### config.mk
export PLATFORM = sky130hd
export DESIGN_NAME = mem_lane_ctrl
export DESIGN_NICKNAME = d
export VERILOG_FILES = /design/src/rtl/mem_lane_ctrl.sv
export SDC_FILE = /design/constraint.sdc
export NUM_CORES = 1
export LEC_CHECK = 0
export CELL_PAD_IN_SITES_DETAIL_PLACEMENT = 0
export CELL_PAD_IN_SITES_GLOBAL_PLACEMENT = 1
export CORE_MARGIN = 2
export CORE_UTILIZATION = 37
export CTS_CLUSTER_SIZE = 28
export DETAILED_ROUTE_END_ITERATION = 8
export PLACE_DENSITY = 0.83
export SKIP_LAST_GASP = 1
export SLEW_MARGIN = 5
export SYNTH_ARGS = -nofsm -noshare
export SYNTH_HDL_FRONTEND = slang
export SYNTH_HIERARCHICAL = 1
export SYNTH_SLANG_ARGS = --single-unit
export TNS_END_PERCENT = 1
### constraint.sdc
create_clock -name clk -period 3.8 [get_ports clk]
set_input_delay 0.76 -clock clk [delete_from_list [all_inputs] [get_ports clk]]
set_output_delay 0.76 -clock clk [all_outputs]
set_load 0.01 [all_outputs]
### src/rtl/mem_lane_ctrl.sv
// Load/store lane controller: aligns one request onto an NB-lane bus, splitting
// misaligned accesses into two beats, and returns right-justified, extended load data.

module mem_lane_byte #(
  parameter int NB   = 4,
  parameter int LANE = 0
) (
  input  logic [4:0] off,
  input  logic [4:0] nbytes,
  input  logic       fill,
  input  logic [7:0] src,
  output logic       be0,
  output logic       be1,
  output logic [7:0] dout
);
  localparam logic [4:0] LN    = 5'(LANE);
  localparam logic [4:0] LN_HI = 5'(LANE + NB);

  logic [4:0] last;

  assign last = off + nbytes;
  assign be0  = (LN >= off) && (LN < last);
  // Second-beat lane LANE holds byte address NB+LANE relative to the aligned base.
  assign be1  = (LN_HI < last);
  assign dout = (LN < nbytes) ? src : {8{fill}};
endmodule

module mem_lane_ctrl #(
  parameter int DW       = 32,
  parameter int SPLIT_EN = 1
) (
  input  logic            clk,
  input  logic            reset,
  input  logic            req_valid,
  output logic            req_ready,
  input  logic            req_we,
  input  logic [1:0]      req_size,
  input  logic            req_sign,
  input  logic [31:0]     req_addr,
  input  logic [DW-1:0]   req_wdata,
  output logic            bus_valid,
  output logic            bus_we,
  output logic [31:0]     bus_addr,
  output logic [DW/8-1:0] bus_be,
  output logic [DW-1:0]   bus_wdata,
  input  logic            bus_ack,
  input  logic [DW-1:0]   bus_rdata,
  output logic            rsp_valid,
  output logic            rsp_err,
  output logic [DW-1:0]   rsp_rdata
);
  localparam int NB = DW / 8;
  localparam int OW = $clog2(NB);
  localparam int SW = $clog2(DW);

  typedef struct packed {
    logic          we;
    logic [1:0]    size;
    logic          sign;
    logic [31:0]   addr;
    logic [DW-1:0] wdata;
  } req_t;

  typedef enum logic [1:0] {IDLE, BEAT0, BEAT1, RESP} state_t;

  state_t        state, nxt;
  req_t          r;
  logic          err;
  logic [DW-1:0] rd0, rd1;

  // Legality is judged on the incoming request so illegal ones never reach the bus.
  logic [4:0] in_off, in_nb;
  logic       in_mis, in_ill, accept;

  assign in_off = 5'(req_addr[OW-1:0]);
  assign in_nb  = 5'd1 << req_size;
  assign in_mis = (in_off + in_nb) > 5'(NB);
  assign in_ill = ((DW == 32) && (req_size == 2'd3)) || ((SPLIT_EN == 0) && in_mis);
  assign accept = (state == IDLE) && req_valid;

  logic [4:0] off, nbytes;
  logic       split, in_beat;

  assign off     = 5'(r.addr[OW-1:0]);
  assign nbytes  = 5'd1 << r.size;
  assign split   = (off + nbytes) > 5'(NB);
  assign in_beat = (state == BEAT0) || (state == BEAT1);

  always_ff @(posedge clk) begin
    if (reset) begin
      state <= IDLE;
      r     <= '0;
      err   <= 1'b0;
      rd0   <= '0;
      rd1   <= '0;
    end else begin
      state <= nxt;
      if (accept) begin
        r   <= '{we: req_we, size: req_size, sign: req_sign, addr: req_addr, wdata: req_wdata};
        err <= in_ill;
      end
      if (state == BEAT0 && bus_ack) rd0 <= bus_rdata;
      if (state == BEAT1 && bus_ack) rd1 <= bus_rdata;
    end
  end

  always_comb begin
    nxt = state;
    case (state)
      IDLE:    if (req_valid) nxt = in_ill ? RESP : BEAT0;
      BEAT0:   if (bus_ack) nxt = split ? BEAT1 : RESP;
      BEAT1:   if (bus_ack) nxt = RESP;
      RESP:    nxt = IDLE;
      default: nxt = IDLE;
    endcase
  end

  // Load assembly: shifting the beat pair down by o bytes lines byte 0 up with lane 0.
  logic [2*DW-1:0]       pair, wdbl;
  logic [DW-1:0]         asm_w, rot_w;
  logic [NB-1:0][7:0]    asm_b, ext_b;
  logic [NB-1:0]         be0_v, be1_v;
  logic [SW-1:0]         sidx;
  logic                  fill;

  assign pair  = {rd1, rd0} >> {off, 3'b000};
  assign asm_w = pair[DW-1:0];
  assign asm_b = asm_w;
  assign wdbl  = {r.wdata, r.wdata} << {off, 3'b000};
  assign rot_w = wdbl[2*DW-1:DW];
  assign sidx  = SW'({nbytes, 3'b000} - 8'd1);
  assign fill  = r.sign & asm_w[sidx];

  for (genvar g = 0; g < NB; g++) begin : g_lane
    mem_lane_byte #(.NB(NB), .LANE(g)) u_lane (
      .off    (off),
      .nbytes (nbytes),
      .fill   (fill),
      .src    (asm_b[g]),
      .be0    (be0_v[g]),
      .be1    (be1_v[g]),
      .dout   (ext_b[g])
    );
  end

  always_comb begin
    req_ready = (state == IDLE);
    bus_valid = in_beat;
    bus_we    = 1'b0;
    bus_addr  = '0;
    bus_be    = '0;
    bus_wdata = '0;
    rsp_valid = (state == RESP);
    rsp_err   = (state == RESP) && err;
    rsp_rdata = '0;
    if (in_beat) begin
      bus_we    = r.we;
      bus_addr  = {r.addr[31:OW], {OW{1'b0}}} + ((state == BEAT1) ? 32'(NB) : 32'd0);
      bus_be    = (state == BEAT0) ? be0_v : be1_v;
      bus_wdata = rot_w;
    end
    if (state == RESP && !err && !r.we) rsp_rdata = ext_b;
  end
endmodule

==> flow_summary_export.csv, run 1 <==
group,metric,value,unit
status,status,"complete, but fails checks",
status,violations,"setup timing",
power,p_sw,2.21,mW
grt,grtUsageMet1,28.5,%
clock_tree,cts_buffer_depth,2,
power,p_per_area,512,nW/um^2
synthesis,ys_types,64,
sta,max-slew-margin-rel,35.8,%
routing,firstDrtPassIters,5,
power,clockPowerShare,28.7,%
sta,timing.final.ws_setup,-183,ps
placed_design,dpl.hpwl,18400,um
clock_tree,cts_tree,"built",
die,dieArea,24200,sq um
power,netSwitchingFraction,37.3,%
placed_design,dp_cells,1524,
synthesis,yosysTopAreaCell,"dfxtp_1",
sta,finalSetupViolations,10,
synthesis,yosysWarnings,6,
routing,drt-initial-drc-count,594,
cells_and_area,utilization,51.4,%
sta,fmax,251,MHz
critical_path,crit_path_start_kind,"flip-flop",
sta,final_hold_viol_count,0,
routing,wl,25900,um
critical_path,crit_path_end_kind,"primary output",
routing,vias,8194,
die,start_util,37.7,%
synthesis,synth_area_per_cell,8.10,sq um
synthesis,syn_inst,1049,
critical_path,path_cells,"inv_1, ha_1, ha_1, ha_2, and4_4, nand4_1, buf_4, or4b_1, a21oi_1, clkdlybuf4s50_1",
power,vdd_ir_drop_max,0.000327,V
synthesis,synthTopCellsByArea,"dfxtp_1 (30%), mux4_2 (16%), nand2_1 (12%)",
clock_tree,cts_buffers,17,
cells_and_area,n_antenna_cell,0,
synthesis,synthArstFlopShare,0,%
synthesis,synth_edf_count,0,
placed_design,place.gp.congestion,0.796,
worst_hold_path,hold_depth,2,
critical_path,max_stage_delay,540,ps
grt,grt_max_degree,86,
sta,tns,-710,ps
clock_tree,post_cts_resized,6,
sta,finalCriticalPeriod,3980,ps
routing,drc_errors,0,
die,dieWidth,156,um
die,core,22600,sq um
critical_path,crit_type,"flip-flop to primary output",
synthesis,ys_seq_area_share,29.9,%
grt,top_usage_layer,"met2",
clock_tree,post_cts_buffers,0,
routing,ant_nets,0,
critical_path,cp.arrival,3220,ps
grt,gr-usage-met3,4.25,%
cells_and_area,fill_cells,2201,
grt,track_usage,21.4,%
synthesis,ys.flop_type,"dfxtp_1",
critical_path,crit_fanout,15,
critical_path,timing.rr.start,"r[66]$_SDFFE_PP0P_",
clock_tree,root_buffer,"clkbuf_16",
power,p_leak,4.09,nW
synthesis,yosys.cell_count.top_type,"nand2_1",
clock_tree,hold_buffers,0,
power,comb_power_share,41.2,%
clock_tree,h-tree-depth,4,
critical_path,r2r-end,"state[0]$_SDFFE_PP0P_",
sta,skew,5.79,ps
synthesis,synth_common_cells,"nand2_1 (268), a21oi_1 (151), dfxtp_1 (127)",
clock_tree,insertion_delay,420,ps
cells_and_area,nets,1388,
grt,grt_overflow_total,0,
critical_path,slowest_stage,"clkdlybuf4s50_1",
die,row_count,55,
power,intPower,3.72,mW
worst_hold_path,worstHoldEndpoint,"rd1[20]$_SDFFE_PP0P_",
synthesis,syn_area,8500,sq um
sta,tightest_slew,960,ps
power,total_power,5.93,mW
cells_and_area,syn_to_final_growth,36.4,%
synthesis,yosys.area.top_type_share,29.9,%
critical_path,path_common_cell,"ha_1",
worst_hold_path,hold_path.class,"flip-flop to flip-flop",
critical_path,r2r_cells,8,
routing,routed_via_density,5.27,
power,p_seq_share,30.1,%
critical_path,r2r_slack,1540,ps
grt,antenna_found_initial,0,
critical_path,critical_path_required,3040,ps
sta,slew_violations,0,
clock_tree,clk_pin_slew,60,ps
grt,grt_pass1_vias,7768,
die,die_height,156,um
sta,timing.final.crit_share,105,%
synthesis,synth-seq-cells,127,
die,io_pins,209,
cells_and_area,final_cells,1556,
placed_design,portBuffers,206,
grt,grt_first_pass_wirelength,41000,um
routing,wl_per_cell,16.6,um
flow_run,maxCapViolCount,0,
worst_hold_path,min_from,"rd1[20]$_SDFFE_PP0P_",
grt,globalRouteMet2Util,35.1,%
clock_tree,cts_sinks,127,
sta,rsz0062_at_grt,"yes",
cells_and_area,final_layout_size_suffix_gt1_share,11.5,%
## power by group through the flow
| stage | sequential (mW) | clock (mW) | combinational, mW |
|---|---|---|---|
| 2_1_floorplan | 1.71 | 0 | 1.57 |
| 3_3_place_gp | 1.79 | 0 | 2.44 |
| 3_5_place_dp | 1.81 | 0 | 2.47 |
| 4_1_cts | 1.78 | 1.74 | 2.47 |
| 5_1_grt | 1.83 | 1.80 | 2.69 |
| 6_report | 1.79 | 1.70 | 2.44 |
## kinds of logic (layout without fill, tap and decap cells)
group	count (synthesis)	after routing	synth area share, %
and+or+nand+nor	448	448	25.3
AOI/OAI and AO/OA	227	227	14.9
DFF	127	127	29.9
buffers and inverters	124	312	5.86
muxes	71	71	17.2
adders and majority gates	26	26	4.18
xor gates and xnor gates	25	25	2.66
other	1	35	0.0441
## per-layer routing
layer / part of all wire, % / up-vias
met2: 48 / 210
met5: 0 / -
li1: - / 4029
met4: 2.1 / 0
met1: 45 / 3925
met3: 5.1 / 30
## stage by stage
step                      area (sq um)  worst slack [ps]  hold slack, ps
after floorplan                   8630               531             433
after global placement           11000               190             440
after detailed placement         11000               170             446
after CTS                        11600              -209             454
after global routing             11600              -352             469
final                            11600              -183             454
## placed cells by master (no fill, tap or decap), types with 21 or more instances in the layout
cell and count:
a21oi_1 151, and2_1 71, buf_4 26, clkdlybuf4s50_1 201, conb_1 35, dfxtp_1 125
ha_1 21, inv_1 47, mux4_2 60, nand2_1 267, nor2_1 25, o21ai_0 37
## state kept, by name, summed over array words and instances, names as in the netlist
name,count
err,1
off,2
r,66
rd0,32
rd1,24
state,2
## cell type report
cell class | instances | area [sq um] | area share [%]
multi-input cells | 832 | 5610 | 48.4
flip-flops and latches | 127 | 2550 | 22.0
repair buffers | 233 | 2290 | 19.8
clock buffers | 19 | 453 | 3.91
well taps | 285 | 357 | 3.08
inverters | 47 | 176 | 1.52
clock inverters | 13 | 160 | 1.38
## critical path: cells and delay by family, from the launching register on
kind,cells,cell delay [ps]
buf+inv,3,850
fa+ha+maj,3,590
compound gates,1,150
flops,1,330
simple gates,3,880
## worst max-delay path by stage
stage,cells after the start,start,to
2_1_floorplan,9,r[65]$_SDFFE_PP0P_,bus_be[3]
6_report,10,state[0]$_SDFFE_PP0P_,bus_addr[22]
5_1_grt,10,state[0]$_SDFFE_PP0P_,bus_addr[22]
3_3_place_gp,10,state[0]$_SDFFE_PP0P_,bus_addr[24]
3_5_place_dp,10,state[0]$_SDFFE_PP0P_,bus_addr[24]
4_1_cts,10,state[0]$_SDFFE_PP0P_,bus_addr[22]
(Power assumes the default switching activity.)
==> run 2, diff against run 1 <==
CORE_UTILIZATION = 33   (was 37)
PLACE_DENSITY = 0.78   (was 0.83)
clock period = 3.6 ns   (was 3.8 ns; I/O delays follow)
==> flow_summary_export.csv, run 2 (synthesis gave the netlist of run 1 again) <==
group,metric,value,unit
critical_path,r2r_slack,1360,ps
clock_tree,cts_tree,"built",
die,core,25300,sq um
cells_and_area,final_layout_size_suffix_gt1_share,11.9,%
sta,tightest_slew,991,ps
placed_design,place.gp.congestion,0.847,
grt,track_usage,20.2,%
cells_and_area,top_regs,"r (66), rd0 (32), rd1 (24)",
critical_path,path_cells,"inv_1, ha_1, ha_1, ha_1, and4_1, nand4_1, buf_4, or4_1, a21oi_1, clkdlybuf4s50_1",
clock_tree,cts_buffer_depth,2,
clock_tree,insertion_delay,410,ps
placed_design,dpl-instance-area,11100,sq um
critical_path,max_stage_delay,550,ps
critical_path,r2r_cells,7,
cells_and_area,largest_reg_flops,66,
die,dieArea,27100,sq um
critical_path,critical_path_required,2880,ps
sta,timing.final.crit_share,106,%
die,die_height,164,um
critical_path,crit_path_end_kind,"primary output",
power,total_power,6.28,mW
clock_tree,hold_buffers,0,
placed_design,dpl.hpwl,19400,um
grt,grt_pass1_vias,7748,
clock_tree,clk_pin_slew,60,ps
power,p_leak,4.12,nW
grt,grt_max_degree,66,
cells_and_area,regMostFlops,"r",
sta,rsz0062_at_grt,"yes",
grt,grt_overflow_total,0,
routing,firstDrtPassIters,5,
clock_tree,h-tree-depth,4,
routing,drt-initial-drc-count,625,
worst_hold_path,hold_path.class,"flip-flop to flip-flop",
clock_tree,root_buffer,"clkbuf_16",
critical_path,path_buf_inv,3,
routing,vias,8202,
routing,ant_nets,0,
critical_path,worst-path-stages,10,
clock_tree,cts_sinks,127,
sta,slew_violations,0,
cells_and_area,final_cells,1609,
routing,drc_errors,0,
critical_path,endpoint,"bus_addr[30]",
routing,routed_via_density,5.10,
critical_path,timing.rr.start,"state[0]$_SDFFE_PP0P_",
die,start_util,33.7,%
critical_path,cp.arrival,3090,ps
routing,wl,27300,um
critical_path,cp-startpoint,"state[0]$_SDFFE_PP0P_",
placed_design,dp_cells,1575,
sta,skew,7.74,ps
sta,tns,-2170,ps
critical_path,crit_fanout,9,
critical_path,crit_path_start_kind,"flip-flop",
power,p_per_area,537,nW/um^2
grt,antenna_found_initial,2,
die,io_pins,209,
cells_and_area,stdcell_area,11700,sq um
flow_run,maxCapViolCount,0,
critical_path,r2r-end,"off[0]$_SDFFE_PP0P_",
sta,final_hold_viol_count,0,
die,dieWidth,164,um
critical_path,crit_type,"flip-flop to primary output",
routing,wl_per_cell,17.0,um
sta,fmax,263,MHz
sta,finalCriticalPeriod,3810,ps
cells_and_area,layout_common_cells,"nand2_1 (267), clkdlybuf4s50_1 (201), a21oi_1 (151), dfxtp_1 (125), and2_1 (71)",
clock_tree,cts_buffers,17,
cells_and_area,nets,1395,
die,row_count,58,
sta,finalSetupViolations,31,
cells_and_area,layout_commonest_cell,"nand2_1",
status,status,"complete, but fails checks",
sta,max-slew-margin-rel,33.8,%
cells_and_area,utilization,46.3,%
critical_path,path_common_cell,"ha_1",
power,vdd_ir_drop_max,0.000347,V
placed_design,portBuffers,206,
grt,grt_first_pass_wirelength,42400,um
status,violations,"setup timing",
critical_path,critPathTopFamily,"simple AND/OR/NAND/NOR gates",
cells_and_area,syn_to_final_growth,37.5,%
critical_path,slowest_stage,"clkdlybuf4s50_1",
sta,timing.final.ws_setup,-208,ps
## run 2: changes by cell type in the layout (fill, tap and decap cells not counted), sizes merged
cell          previous run  this run
diode                    0         1
dlymetal6s2s             2         3
clkinv                   6         3
clkinvlp                 2         4
dlygate4sd2              2         1
inv                     49        51
buf                     28        35
bufinv                   3         2
## run 2: layer usage
layer | track usage (%) | share of wire (%) | up-vias | routed length (um)
li1 | - | - | 4051 | -
met2 | 33.0 | 47 | 237 | 12900
met1 | 27.0 | 45 | 3883 | 12400
met3 | 4.24 | 5.7 | 29 | 1550
met4 | 5.85 | 1.5 | 2 | 410
met5 | 0 | 0.048 | - | 13
## run 2: per-stage QoR
step                      hold slack, ps  setup WS [ps]
after floorplan                      433            371
after global placement               443           56.9
after detailed placement             447          -20.3
after CTS                            456           -246
after global routing                 481           -380
final                                455           -208
## run 2: repair_timing
action                     in CTS  in global routing
pin swaps                       1                  0
setup endpoints to repair      44                 53
buffers inserted                1                  0
resized for setup               2                  5
## run 2: where the power goes
part	internal [mW]	switching, mW
Combinational	1.19	1.46
Clock	1.05	0.696
Sequential	1.63	0.250
## run 2: worst register-to-register path: cells and delay by family, from the launching register on
kind	cells	cell delay (ps)
buffers and inverters	3	700
AND/OR/NAND/NOR	2	670
flip-flops	1	350
adder cells (fa/ha/maj)	1	290
AO/OA/AOI/OAI	1	160
## run 2: worst min-delay path by stage
stage | startpoint | to | slack, ps | depth (start not counted)
after global placement | rd1[16]$_SDFFE_PP0P_ | rd1[16]$_SDFFE_PP0P_ | 440 | 2
after CTS | rd0[3]$_SDFFE_PP0P_ | rd0[3]$_SDFFE_PP0P_ | 460 | 2
after global routing | rd1[15]$_SDFFE_PP0P_ | rd1[15]$_SDFFE_PP0P_ | 480 | 2
after detailed placement | rd0[3]$_SDFFE_PP0P_ | rd0[3]$_SDFFE_PP0P_ | 450 | 2
final | rd1[19]$_SDFFE_PP0P_ | rd1[19]$_SDFFE_PP0P_ | 450 | 2
after floorplan | rd1[16]$_SDFFE_PP0P_ | rd1[16]$_SDFFE_PP0P_ | 430 | 2
## run 2: layout make-up
cell class	instances	area [sq um]
fillers	2541	13600
multi-input cells	832	5600
flip-flops and latches	127	2550
repair buffers	240	2350
clock buffers	19	443
well taps	330	413
inverters	47	176
clock inverters	13	154
diodes	1	2.50
==> run 3, diff against run 2 <==
CTS_BUF_LIST = sky130_fd_sc_hd__clkbuf_16   (was default)
==> flow_summary_export.csv, run 3 (synthesis gave the netlist of run 1 again) <==
group,metric,value,unit
critical_path,cp.arrival,3090,ps
routing,drc_errors,0,
routing,firstDrtPassIters,5,
worst_hold_path,worstHoldEndpoint,"rd1[19]$_SDFFE_PP0P_",
cells_and_area,syn_to_final_growth,37.4,%
worst_hold_path,min_from,"rd1[19]$_SDFFE_PP0P_",
clock_tree,clk_pin_slew,60,ps
flow_run,maxCapViolCount,0,
status,status,"complete, but fails checks",
cells_and_area,layout_common_cells,"nand2_1 (267), clkdlybuf4s50_1 (201), a21oi_1 (151), dfxtp_1 (125), and2_1 (71)",
worst_hold_path,hold_depth,2,
sta,fmax,262,MHz
grt,top_usage_layer,"met2",
routing,wl_per_cell,17.0,um
power,vdd_ir_drop_max,0.000348,V
critical_path,timing.rr.start,"state[0]$_SDFFE_PP0P_",
grt,grt_max_degree,66,
grt,gr-usage-met3,4.24,%
critical_path,cp-startpoint,"state[0]$_SDFFE_PP0P_",
routing,vias,8259,
cells_and_area,layout_commonest_cell,"nand2_1",
critical_path,crit_path_end_kind,"primary output",
routing,routed_via_density,5.13,
die,die_height,164,um
clock_tree,cts_tree,"built",
die,core,25300,sq um
sta,max-slew-margin-rel,34.5,%
die,row_count,58,
power,total_power,6.25,mW
placed_design,dpl-instance-area,11100,sq um
grt,grtUsageMet1,27.0,%
grt,grt_first_pass_wirelength,42400,um
power,p_per_area,535,nW/um^2
placed_design,portBuffers,206,
clock_tree,cts_buffer_depth,2,
critical_path,crit_path_start_kind,"flip-flop",
clock_tree,cts_sinks,127,
sta,tightest_slew,980,ps
routing,drt-initial-drc-count,600,
cells_and_area,seq_area,2550,sq um
grt,globalRouteMet2Util,33.0,%
sta,timing.final.crit_share,106,%
die,dieWidth,164,um
sta,final_hold_viol_count,0,
sta,slew_violations,0,
cells_and_area,largest_reg_flops,66,
placed_design,dpl.hpwl,19400,um
grt,track_usage,20.2,%
critical_path,r2r-end,"r[30]$_SDFFE_PP0P_",
critical_path,crit_fanout,9,
clock_tree,root_buffer,"clkbuf_16",
clock_tree,h-tree-depth,4,
cells_and_area,final_cells,1609,
sta,finalCriticalPeriod,3810,ps
clock_tree,insertion_delay,420,ps
routing,ant_nets,0,
grt,antenna_found_initial,2,
clock_tree,cts_buffers,17,
critical_path,r2r_cells,7,
critical_path,r2r_slack,1360,ps
sta,skew,8.29,ps
die,dieArea,27100,sq um
cells_and_area,multiInputGateArea,5600,sq um
power,p_leak,4.12,nW
die,start_util,33.7,%
die,io_pins,209,
worst_hold_path,hold_path.class,"flip-flop to flip-flop",
placed_design,place.gp.congestion,0.847,
status,violations,"setup timing",
cells_and_area,nets,1395,
cells_and_area,final_layout_size_suffix_gt1_share,11.8,%
cells_and_area,stdcell_area,11700,sq um
sta,finalSetupViolations,30,
critical_path,crit_type,"flip-flop to primary output",
sta,timing.final.ws_setup,-214,ps
grt,grt_overflow_total,0,
cells_and_area,fill_cells,2542,
sta,rsz0062_at_grt,"yes",
cells_and_area,regMostFlops,"r",
grt,grt_pass1_vias,7750,
cells_and_area,top_regs,"r (66), rd0 (32), rd1 (24)",
critical_path,critical_path_required,2880,ps
routing,wl,27300,um
placed_design,dp_cells,1575,
## run 3: cell count changes in the layout (fill, tap and decap cells not counted)
cell      previous run  this run
clkbuf_1             1         0
clkbuf_8             1         0
inv_1               46        47
clkinv_1             0         1
## run 3: power breakdown
group          internal (mW)  switching, mW  total (mW)
Combinational           1.19           1.46        2.65
Clock                   1.03          0.699        1.73
Sequential              1.63          0.249        1.88
Total                   3.84           2.41        6.25
## run 3: worst max path at each step
| stage | endpoint |
|---|---|
| floorplan | bus_be[3] |
| global placement | bus_addr[20] |
| detailed placement | bus_addr[20] |
| CTS | bus_be[0] |
| global route | bus_addr[20] |
| finish | bus_addr[20] |
## run 3: repair_timing
action | in CTS | in global routing
setup endpoints to repair | 44 | 53
resized for setup | 2 | 5
hold buffers | 0 | 0
setup buffers | 1 | 0
pin swaps | 1 | 0
## run 3: metrics by stage
step / worst slack (ps) / setup TNS [ps] / util, % / hold WS [ps]
finish: -214 / -2290 / 46.2 / 455
global route: -380 / -9010 / 46.2 / 481
CTS: -246 / -4130 / 46.2 / 456
detailed placement: -20.3 / -58.9 / 43.8 / 447
global placement: 56.9 / 0 / 43.8 / 443
floorplan: 371 / 0 / - / 433
## run 3: cell type report
cell class,instances,area share [%]
multi-input combinational,832,48.0
sequential,127,21.8
timing repair buffer,240,20.1
clock buffer,17,3.64
tap,330,3.54
inverter,47,1.51
clock inverter,15,1.38
antenna,1,0.0214
## run 3: worst max-delay path, stage by stage, from the launching register on
cell and delay [ps]:
dfxtp_1 330, inv_1 80, ha_1 180, ha_1 200
ha_1 170, and4_1 230, nand4_1 100, buf_4 180
buf_4 160, or3_1 340, a21oi_1 150, clkdlybuf4s50_1 550
## run 3: routing by layer
layer	share of wire, %	vias to the layer above
li1	-	4054
met1	45	3900
met2	47	266
met3	6.4	37
met4	1.8	2
met5	0.048	-
